==> config.mk <==
export PLATFORM = sky130hd
export DESIGN_NAME = alu_station
export DESIGN_NICKNAME = d
export VERILOG_FILES = /design/src/rtl/cpu_defs.sv /design/src/rtl/alu_core.sv /design/src/rtl/alu_station.sv
export SDC_FILE = /design/constraint.sdc
export NUM_CORES = 1
export LEC_CHECK = 0
export ABC_AREA = 1
export CAP_MARGIN = 0
export CORE_ASPECT_RATIO = 1.4
export CORE_MARGIN = 2
export CORE_UTILIZATION = 35
export CTS_BUF_LIST = sky130_fd_sc_hd__clkbuf_16
export DETAILED_ROUTE_END_ITERATION = 7
export GPL_ROUTABILITY_DRIVEN = 1
export MAX_ROUTING_LAYER = met4
export REMOVE_ABC_BUFFERS = 1
export SYNTH_ARGS = -nofsm -noshare
export SYNTH_HDL_FRONTEND = slang
export SYNTH_SLANG_ARGS = --single-unit
==> constraint.sdc <==
create_clock -name clk -period 8.5 [get_ports clk]
set_input_delay 1.7 -clock clk [delete_from_list [all_inputs] [get_ports clk]]
set_output_delay 1.7 -clock clk [all_outputs]
set_load 0.01 [all_outputs]
==> src/rtl/cpu_defs.sv <==
`default_nettype none
// ============================================================================
// Module   : cpu_defs (package)
// Brief    : Shared widths, write-back tag values, ALU sub-op codes and the
//            station state encoding used by the integer execute slots.
// Revision : 1.0 - initial release
// ============================================================================
package cpu_defs;

  typedef logic [31:0] word_t;
  typedef logic [31:0] addr_t;
  typedef logic [3:0]  sinst_t;
  typedef logic [1:0]  regtag_t;
  typedef logic [4:0]  regaddr_t;

  localparam regtag_t UNLOCKED   = 2'd0;
  localparam regtag_t ALU_MASTER = 2'd1;
  localparam regtag_t ALU_SALVER = 2'd2;
  localparam regtag_t LOAD_STORE = 2'd3;

  localparam sinst_t ALU_ADD   = 4'd0;
  localparam sinst_t ALU_SUB   = 4'd1;
  localparam sinst_t ALU_SLL   = 4'd2;
  localparam sinst_t ALU_SLT   = 4'd3;
  localparam sinst_t ALU_SLTU  = 4'd4;
  localparam sinst_t ALU_XOR   = 4'd5;
  localparam sinst_t ALU_SRL   = 4'd6;
  localparam sinst_t ALU_SRA   = 4'd7;
  localparam sinst_t ALU_OR    = 4'd8;
  localparam sinst_t ALU_AND   = 4'd9;
  localparam sinst_t ALU_PASSY = 4'd10;
  localparam sinst_t ALU_AUIPC = 4'd11;
  localparam sinst_t ALU_LINK  = 4'd12;

  typedef enum logic [1:0] {
    ST_IDLE = 2'd0,
    ST_WAIT = 2'd1,
    ST_DONE = 2'd2
  } alu_state_t;

  // A tag is released by the broadcast bus of the unit that owns that tag.
  function automatic logic tag_hit(input regtag_t tag, input logic e0,
                                   input logic e1, input logic em);
    return ((tag == ALU_MASTER) && e0) || ((tag == ALU_SALVER) && e1) ||
           ((tag == LOAD_STORE) && em);
  endfunction

  function automatic word_t bus_data(input regtag_t tag, input word_t d0,
                                     input word_t d1, input word_t dm);
    word_t r;
    case (tag)
      ALU_MASTER: r = d0;
      ALU_SALVER: r = d1;
      LOAD_STORE: r = dm;
      default:    r = '0;
    endcase
    return r;
  endfunction

endpackage
`default_nettype wire

==> src/rtl/alu_core.sv <==
`default_nettype none
// ============================================================================
// Module   : alu_core
// Brief    : Purely combinational 32-bit integer execute unit.
// Revision : 1.0 - initial release
// ============================================================================
module alu_core
  import cpu_defs::*;
(
  input  logic [3:0]  i_op,
  input  logic [31:0] i_pc,
  input  logic [31:0] i_x,
  input  logic [31:0] i_y,
  output logic [31:0] o_result
);

  logic [4:0]         w_sh;
  logic signed [31:0] w_sra;

  assign w_sh  = i_y[4:0];
  assign w_sra = $signed(i_x) >>> w_sh;

  always_comb begin
    o_result = '0;
    case (i_op)
      ALU_ADD:   o_result = i_x + i_y;
      ALU_SUB:   o_result = i_x - i_y;
      ALU_SLL:   o_result = i_x << w_sh;
      ALU_SLT:   o_result = {31'd0, ($signed(i_x) < $signed(i_y))};
      ALU_SLTU:  o_result = {31'd0, (i_x < i_y)};
      ALU_XOR:   o_result = i_x ^ i_y;
      ALU_SRL:   o_result = i_x >> w_sh;
      ALU_SRA:   o_result = w_sra;
      ALU_OR:    o_result = i_x | i_y;
      ALU_AND:   o_result = i_x & i_y;
      ALU_PASSY: o_result = i_y;
      ALU_AUIPC: o_result = i_pc + i_y;
      ALU_LINK:  o_result = i_pc + 32'd4;
      default:   o_result = '0;
    endcase
  end

endmodule
`default_nettype wire

==> src/rtl/alu_station.sv <==
`default_nettype none
// ============================================================================
// Module   : alu_station
// Brief    : Single-entry reservation station + execute stage for one ALU slot.
//            Optional macro ALU_BYPASS_EN: use the current cycle's broadcasts
//            for readiness and operands instead of waiting a cycle.
// Revision : 1.0 - initial release
// ============================================================================
module alu_station
  import cpu_defs::*;
#(
  parameter logic [1:0] SELF_TAG = 2'd1
) (
  input  logic        clk,
  input  logic        rst,
  input  logic        alu_en_in,
  input  logic [31:0] alu_pc_in,
  input  logic [3:0]  alu_op_in,
  input  logic [1:0]  alu_tagx_in,
  input  logic [1:0]  alu_tagy_in,
  input  logic [1:0]  alu_tagw_in,
  input  logic [31:0] alu_datax_in,
  input  logic [31:0] alu_datay_in,
  input  logic [4:0]  alu_addrw_in,
  input  logic        en_mw0,
  input  logic        en_mw1,
  input  logic        en_mwM,
  input  logic [31:0] write_data0,
  input  logic [31:0] write_data1,
  input  logic [31:0] write_dataM,
  output logic        busy_out,
  output logic        en_mw_out,
  output logic [4:0]  reg_write_addr_out,
  output logic [31:0] write_data_out
);

  if (SELF_TAG == UNLOCKED) begin : g_self_tag_check
    $error("alu_station: SELF_TAG must name an execute unit, not UNLOCKED");
  end

  alu_state_t r_state;
  logic        r_busy, r_en_mw;
  logic [4:0]  r_waddr, r_addrw;
  logic [31:0] r_wdata, r_pc, r_datax, r_datay;
  logic [3:0]  r_op;
  logic [1:0]  r_tagx, r_tagy, r_tagw;

  logic        w_hit_x, w_hit_y, w_hit_w;
  logic [31:0] w_bus_x, w_bus_y;
  logic        w_x_rdy, w_y_rdy, w_w_rdy, w_wait_rdy, w_issue_rdy;
  logic [31:0] w_x_val, w_y_val;
  logic [3:0]  w_alu_op;
  logic [31:0] w_alu_pc, w_alu_x, w_alu_y, w_alu_res;

  assign w_hit_x = tag_hit(r_tagx, en_mw0, en_mw1, en_mwM);
  assign w_hit_y = tag_hit(r_tagy, en_mw0, en_mw1, en_mwM);
  assign w_hit_w = tag_hit(r_tagw, en_mw0, en_mw1, en_mwM);
  assign w_bus_x = bus_data(r_tagx, write_data0, write_data1, write_dataM);
  assign w_bus_y = bus_data(r_tagy, write_data0, write_data1, write_dataM);

`ifdef ALU_BYPASS_EN
  assign w_x_rdy = (r_tagx == UNLOCKED) || w_hit_x;
  assign w_y_rdy = (r_tagy == UNLOCKED) || w_hit_y;
  assign w_w_rdy = (r_tagw == UNLOCKED) || w_hit_w;
  assign w_x_val = w_hit_x ? w_bus_x : r_datax;
  assign w_y_val = w_hit_y ? w_bus_y : r_datay;
`else
  // Readiness only from stored tags: the snoop lands one cycle later.
  assign w_x_rdy = (r_tagx == UNLOCKED);
  assign w_y_rdy = (r_tagy == UNLOCKED);
  assign w_w_rdy = (r_tagw == UNLOCKED);
  assign w_x_val = r_datax;
  assign w_y_val = r_datay;
`endif

  assign w_wait_rdy  = w_x_rdy && w_y_rdy && w_w_rdy;
  assign w_issue_rdy = (alu_tagx_in == UNLOCKED) && (alu_tagy_in == UNLOCKED) &&
                       (alu_tagw_in == UNLOCKED);

  // One execute unit serves both the issue-ready and the wake-up paths.
  assign w_alu_op = (r_state == ST_IDLE) ? alu_op_in    : r_op;
  assign w_alu_pc = (r_state == ST_IDLE) ? alu_pc_in    : r_pc;
  assign w_alu_x  = (r_state == ST_IDLE) ? alu_datax_in : w_x_val;
  assign w_alu_y  = (r_state == ST_IDLE) ? alu_datay_in : w_y_val;

  alu_core u_alu_core (
    .i_op     (w_alu_op),
    .i_pc     (w_alu_pc),
    .i_x      (w_alu_x),
    .i_y      (w_alu_y),
    .o_result (w_alu_res)
  );

  always_ff @(posedge clk) begin
    if (rst) begin
      r_state <= ST_IDLE;
      r_busy  <= 1'b0;
      r_en_mw <= 1'b0;
      r_waddr <= '0;
      r_wdata <= '0;
      r_pc    <= '0;
      r_op    <= '0;
      r_addrw <= '0;
      r_tagx  <= UNLOCKED;
      r_tagy  <= UNLOCKED;
      r_tagw  <= UNLOCKED;
      r_datax <= '0;
      r_datay <= '0;
    end else begin
      r_en_mw <= 1'b0;
      case (r_state)
        ST_IDLE: begin
          if (alu_en_in) begin
            r_pc    <= alu_pc_in;
            r_op    <= alu_op_in;
            r_addrw <= alu_addrw_in;
            r_tagx  <= alu_tagx_in;
            r_tagy  <= alu_tagy_in;
            r_tagw  <= alu_tagw_in;
            r_datax <= alu_datax_in;
            r_datay <= alu_datay_in;
            r_busy  <= 1'b1;
            if (w_issue_rdy) begin
              r_wdata <= w_alu_res;
              r_waddr <= alu_addrw_in;
              r_en_mw <= 1'b1;
              r_state <= ST_DONE;
            end else begin
              r_state <= ST_WAIT;
            end
          end
        end
        ST_WAIT: begin
          if (w_hit_x) begin
            r_tagx  <= UNLOCKED;
            r_datax <= w_bus_x;
          end
          if (w_hit_y) begin
            r_tagy  <= UNLOCKED;
            r_datay <= w_bus_y;
          end
          if (w_hit_w) begin
            r_tagw <= UNLOCKED;
          end
          if (w_wait_rdy) begin
            r_wdata <= w_alu_res;
            r_waddr <= r_addrw;
            r_en_mw <= 1'b1;
            r_state <= ST_DONE;
          end
        end
        ST_DONE: begin
          r_state <= ST_IDLE;
          r_busy  <= 1'b0;
        end
        default: begin
          r_state <= ST_IDLE;
          r_busy  <= 1'b0;
        end
      endcase
    end
  end

  assign busy_out           = r_busy;
  assign en_mw_out          = r_en_mw;
  assign reg_write_addr_out = r_waddr;
  assign write_data_out     = r_wdata;

endmodule
`default_nettype wire

## Word-level counts from Yosys, hierarchy flattened

Index checks and enable logic that the tools add are counted.

- Word-level logic and storage cells: 129
- Bits of input ports: 213
- Output and inout port bits: 39
- Register bits after elaboration: 152

- Shift-type cells: 3
- Add/subtract/negate cells: 4
- Equality and inequality tests: 28
- Bitwise gates (word level): 4
- Reductions and logical operators: 35
- Magnitude comparators: 2
- Muxes and demuxes: 40

Operators by type and width:

| cell | count |
|---|---|
| $pmux W32 S13 | 1 |
| $mux W32 | 10 |
| $pmux W32 S2 | 3 |
| $pmux W32 S3 | 2 |
| $add A32 B32 Y32 | 2 |
| $lt A32 B32 Y1 | 2 |
| $add A32 B3 Y32 const B | 1 |
| $and A32 B32 Y32 | 1 |
| $or A32 B32 Y32 | 1 |
| $shl A32 B5 Y32 | 1 |
| $shr A32 B5 Y32 | 1 |
| $sshr A32 B5 Y32 | 1 |
| $sub A32 B32 Y32 | 1 |
| $xor A32 B32 Y32 | 1 |
| $eq A4 B4 Y1 const B | 5 |
| $mux W2 | 9 |
| $eq A4 B3 Y1 const B | 4 |
| $pmux W2 S2 | 4 |
| $mux W5 | 3 |
| $logic_not A2 Y1 | 7 |
| $logic_and A1 B1 Y1 | 13 |
| $eq A2 B2 Y1 const B | 6 |
| $ne A2 B2 Y1 const B | 6 |
| $pmux W5 S2 | 1 |
| other kinds (13) | 30 |

## Logic depth before layout (Yosys ltp)

- Depth in word-level cells: 7
- Depth in mapped cells: 27
- Depth with buffers taken out: 25

## By module

From an unflattened synthesis, not the netlist that was laid out.

- Cells, all modules: 4056
- Area, all modules: 20916.3 um^2

Modules (own cells, without submodules):

| module | sequential area each (um^2) | cells an instance | area each (um^2) | times used |
|---|---|---|---|---|
| alu_core | 0.0 | 2504 | 12066.6 | 1 |
| alu_station | 3042.9 | 1552 | 8849.7 | 1 |

## Least setup slack after synthesis

OpenSTA, ideal clock, no wires.

- Path type: input to register
- Start point: in alu_op_in[3]
- End point: reg r_wdata[12], in the netlist write_data_out[12]
- Setup time: 0.132 ns
- Cell stages on the path: 19
- Slack: 3.898 ns
- Path buffers: 1
- Data required time: 8.368 ns
- Data arrival time: 4.470 ns
- Cells stage by stage: inv_1 > o21ai_2 > nand2_1 > nor2_2 > clkbuf_1 > o21ai_0 > ha_1 > fa_1 > nand3_1 > nand2_1 > nand3_1 > nand3_1 > or2_2 > nand3_1 > nand2_1 > nor3_2 > nand2_1 > nand2_1 > a21oi_1

- Word-level cells in the longest chain between the ends: 6

Ends and longest elaborated chain:

| item | RTL line | source |
|---|---|---|
| start: declaration | alu_station.sv:18 | `input logic [3:0] alu_op_in,` |
| $mux W4 (*) | alu_station.sv:81 | `assign w_alu_op = (r_state == ST_IDLE) ? alu_op_in : r_op;` |
| $eq A4 B4 Y1 (tied with other cells) | alu_core.sv:25 | `case (i_op)` |
| $pmux W32 S13 (*) | alu_core.sv:25 |  |
| $mux W32 | alu_station.sv:123 | `if (w_issue_rdy) begin` |
| $mux W32 | alu_station.sv:113 | `if (alu_en_in) begin` |
| $pmux W32 S2 (*) | alu_station.sv:111 | `case (r_state)` |
| end signal: assignment | alu_station.sv:124 | `r_wdata <= w_alu_res;` |
| end signal: assignment | alu_station.sv:146 | `r_wdata <= w_alu_res;` |
| end: declaration | alu_station.sv:44 | `logic [31:0] r_wdata, r_pc, r_datax, r_datay;` |

Every way passes the cells marked *; elsewhere a longest branch is shown, timed or not. The select of a mux whose other input is x is not followed.
A chain may end at the register's enable or synchronous reset.

## Worst setup path after layout

- Start point: in alu_op_in[3]
- End point: reg r_wdata[24], in the netlist write_data_out[24]

Same word-level chain as after synthesis.

==> flow_metrics.tcl <==
set metrics [dict create \
    status "finished clean" \
    path_max_fanout 26 \
    nets 4143 \
    dr_total_vias 25400 \
    peakVddDrop_mv 0.144 \
    ys_types 61 \
    synth_commonest_cells "1,225 x nand2_1, 446 x nand3_1, 332 x inv_1" \
    row_count 104 \
    period_share 0.662 \
    relSlewSlack 0.204 \
    maxSlewViolCount 0 \
    postLayoutCoreUtil 0.414 \
    grt_pass1_vias 23917 \
    final-instance-count-excl-fill 4549 \
    cts_num_sinks 152 \
    avgRoutedWirePerCell_um 21.6 \
    synth.area.top_cells "nand2_1 23%, dfxtp_1 15%, nand3_1 11%, ha_1 8.3%, inv_1 6.1%" \
    dp_hpwl_um 78300 \
    multi_input_area_um2 15100 \
    final_area_um2 23800 \
    vias_per_cell 5.58 \
    start_util 0.354 \
    clk_pin_slew_ns 0.08 \
    drive_above_1_share 0.0617 \
    powerDensity_nw_per_um2 220 \
    grt_pass1_wl_um 145000 \
    netlist_instances 3668 \
    grt_max_degree 78 \
    drv_cap 0 \
    seq_area_um2 3040 \
    die_area_um2 60200 \
    tightest_slew_ns 1.18 \
    grt.total_usage 0.327 \
    endpoint_kind "flop" \
    post_cts_buffers 0 \
    cts-buffers-inserted 17 \
    p_leak_nw 10.8 \
    hold_path_class "flop to flop" \
    io_buffers 251 \
    fillCellCount 6489 \
    yosysSeqAreaShare 0.149 \
    setup_tns_ns 0 \
    min_path_cells 2 \
    antenna_found_initial 1 \
    yosysTopAreaCellShare 0.226 \
    period_minus_slack_ns 5.62 \
    worst_setup_path_start_kind "input pin" \
    drt_iter0_drc 2029 \
    area_growth_pct 16.9 \
    syn_avg_cell_area_um2 5.56 \
    drc 0 \
    yosysMostFrequentCell "nand2_1" \
    htreeDepth 4 \
    ys_async_sr_fraction 0 \
    fmax_mhz 178 \
    fp.dieW_um 208 \
    skew_ns 0.0270 \
    tritoncts "yes" \
    drtAntennaViolNets 0 \
    wl_um 98400 \
    setup_violations 0 \
    yosysTopAreaCell "nand2_1" \
    place_area_um2 23200 \
    rsz0062_at_grt "false" \
    crit_type "input pin to flop" \
    arrival_ns 6.04 \
    placeableCoreArea_um2 57500 \
    reg2regPathDepth 20 \
    netlist_area_um2 20400 \
    dieHeight_um 289 \
    io_pins 252 \
    synth-seq-cells 152 \
    clockRootBuffer "clkbuf_16" \
    grt_overflow_total 0 \
    place.gp.congestion 1.08 \
    worstPathRequired_ns 8.91 \
    worstSkewPairLatency_ns 0.50 \
    dp.cells 4516 \
    ys.flop_type "dfxtp_1" \
    hold_buffers 0 \
    yosysWarningCount 0 \
    final_hold_viol_count 0 \
    synth_edf_count 0 \
    cts_resized 0 \
    clockBufferDepth 2 \
    firstDrtPassIters 6 \
]
[registers in the layout, indices dropped and copies added (netlist names)]
signal,cells
r_datax,32
r_datay,32
r_pc,32
write_data_out,32
r_addrw,5
reg_write_addr_out,5
r_op,4
r_state,2
r_tagw,2
r_tagx,2
r_tagy,2
busy_out,1
en_mw_out,1
[final timing paths]
kind                     startpoint                  to  slack [ns]
hold / removal    write_data_out[5]   write_data_out[5]        0.47
setup reg to reg         r_state[1]  write_data_out[24]        3.64
setup / recovery       alu_op_in[3]  write_data_out[24]        2.88
hold reg to reg   write_data_out[5]   write_data_out[5]        0.47
[cell usage in the layout (no fill, tap or decap), drive strengths merged, types with 60 or more instances in the layout]
cell type	instances
ha	135
o21ai	353
nand2	1245
nor2	311
clkdlybuf4s50	250
nand3	455
a31oi	60
a21oi	154
inv	358
dfxtp	152
[metal layers]
metal	vias to the layer above	track usage	wire (µm)	part of all wire
met5	-	-	0	0
met4	0	0.168	5300	0.054
met3	225	0.0284	5890	0.060
met2	1112	0.560	47900	0.49
met1	11688	0.383	39300	0.40
li1	12375	-	-	-
[power breakdown]
group,internal (mW),leakage (nW),switching [mW]
Clock,0.397,0.290,0.429
Sequential,0.796,1.25,0.0493
Combinational,1.06,9.25,2.52
[stage by stage]
stage                     hold slack [ns]  total power [mW]  setup slack (ns)
after floorplan                     0.432              3.10              1.09
after global placement              0.443              4.35              2.58
after detailed placement            0.456              4.33              2.58
after CTS                           0.467              5.17              3.08
after global routing                0.488              5.61              2.71
final                               0.467              5.25              2.88
[critical path, stage by stage]
cell	delay [ns]
clkdlybuf4s50_1	0.45
inv_1	0.06
o21ai_2	0.20
nand2_1	0.19
nor2_4	0.58
buf_4	0.33
o21ai_0	0.16
ha_1	0.42
nand2_1	0.11
nor2_1	0.20
inv_1	0.13
nor3_1	0.29
nand3_1	0.13
nand3_1	0.21
nor2_1	0.09
nor2_1	0.35
nor2_1	0.10
nand3_1	0.10
nand2_1	0.07
a21oi_2	0.13
[kinds of logic after synthesis]
| group | after synthesis | share of synthesized area |
|---|---|---|
| and+or+nand+nor | 2130 | 0.446 |
| adders and majority gates | 137 | 0.0849 |
| buffers and inverters | 538 | 0.112 |
| xor gates and xnor gates | 5 | 0.00215 |
| AOI/OAI and AO/OA | 706 | 0.205 |
| DFF | 152 | 0.149 |
[layout make-up]
class,instances,area share
Clock buffer,17,0.0179
Antenna cell,1,0.000105
Tap cell,742,0.0390
Inverter,353,0.0558
Clock inverter,15,0.00725
Timing Repair Buffer,291,0.118
Sequential cell,152,0.128
Multi-Input combinational cell,2978,0.634
(Power assumes the default switching activity.)
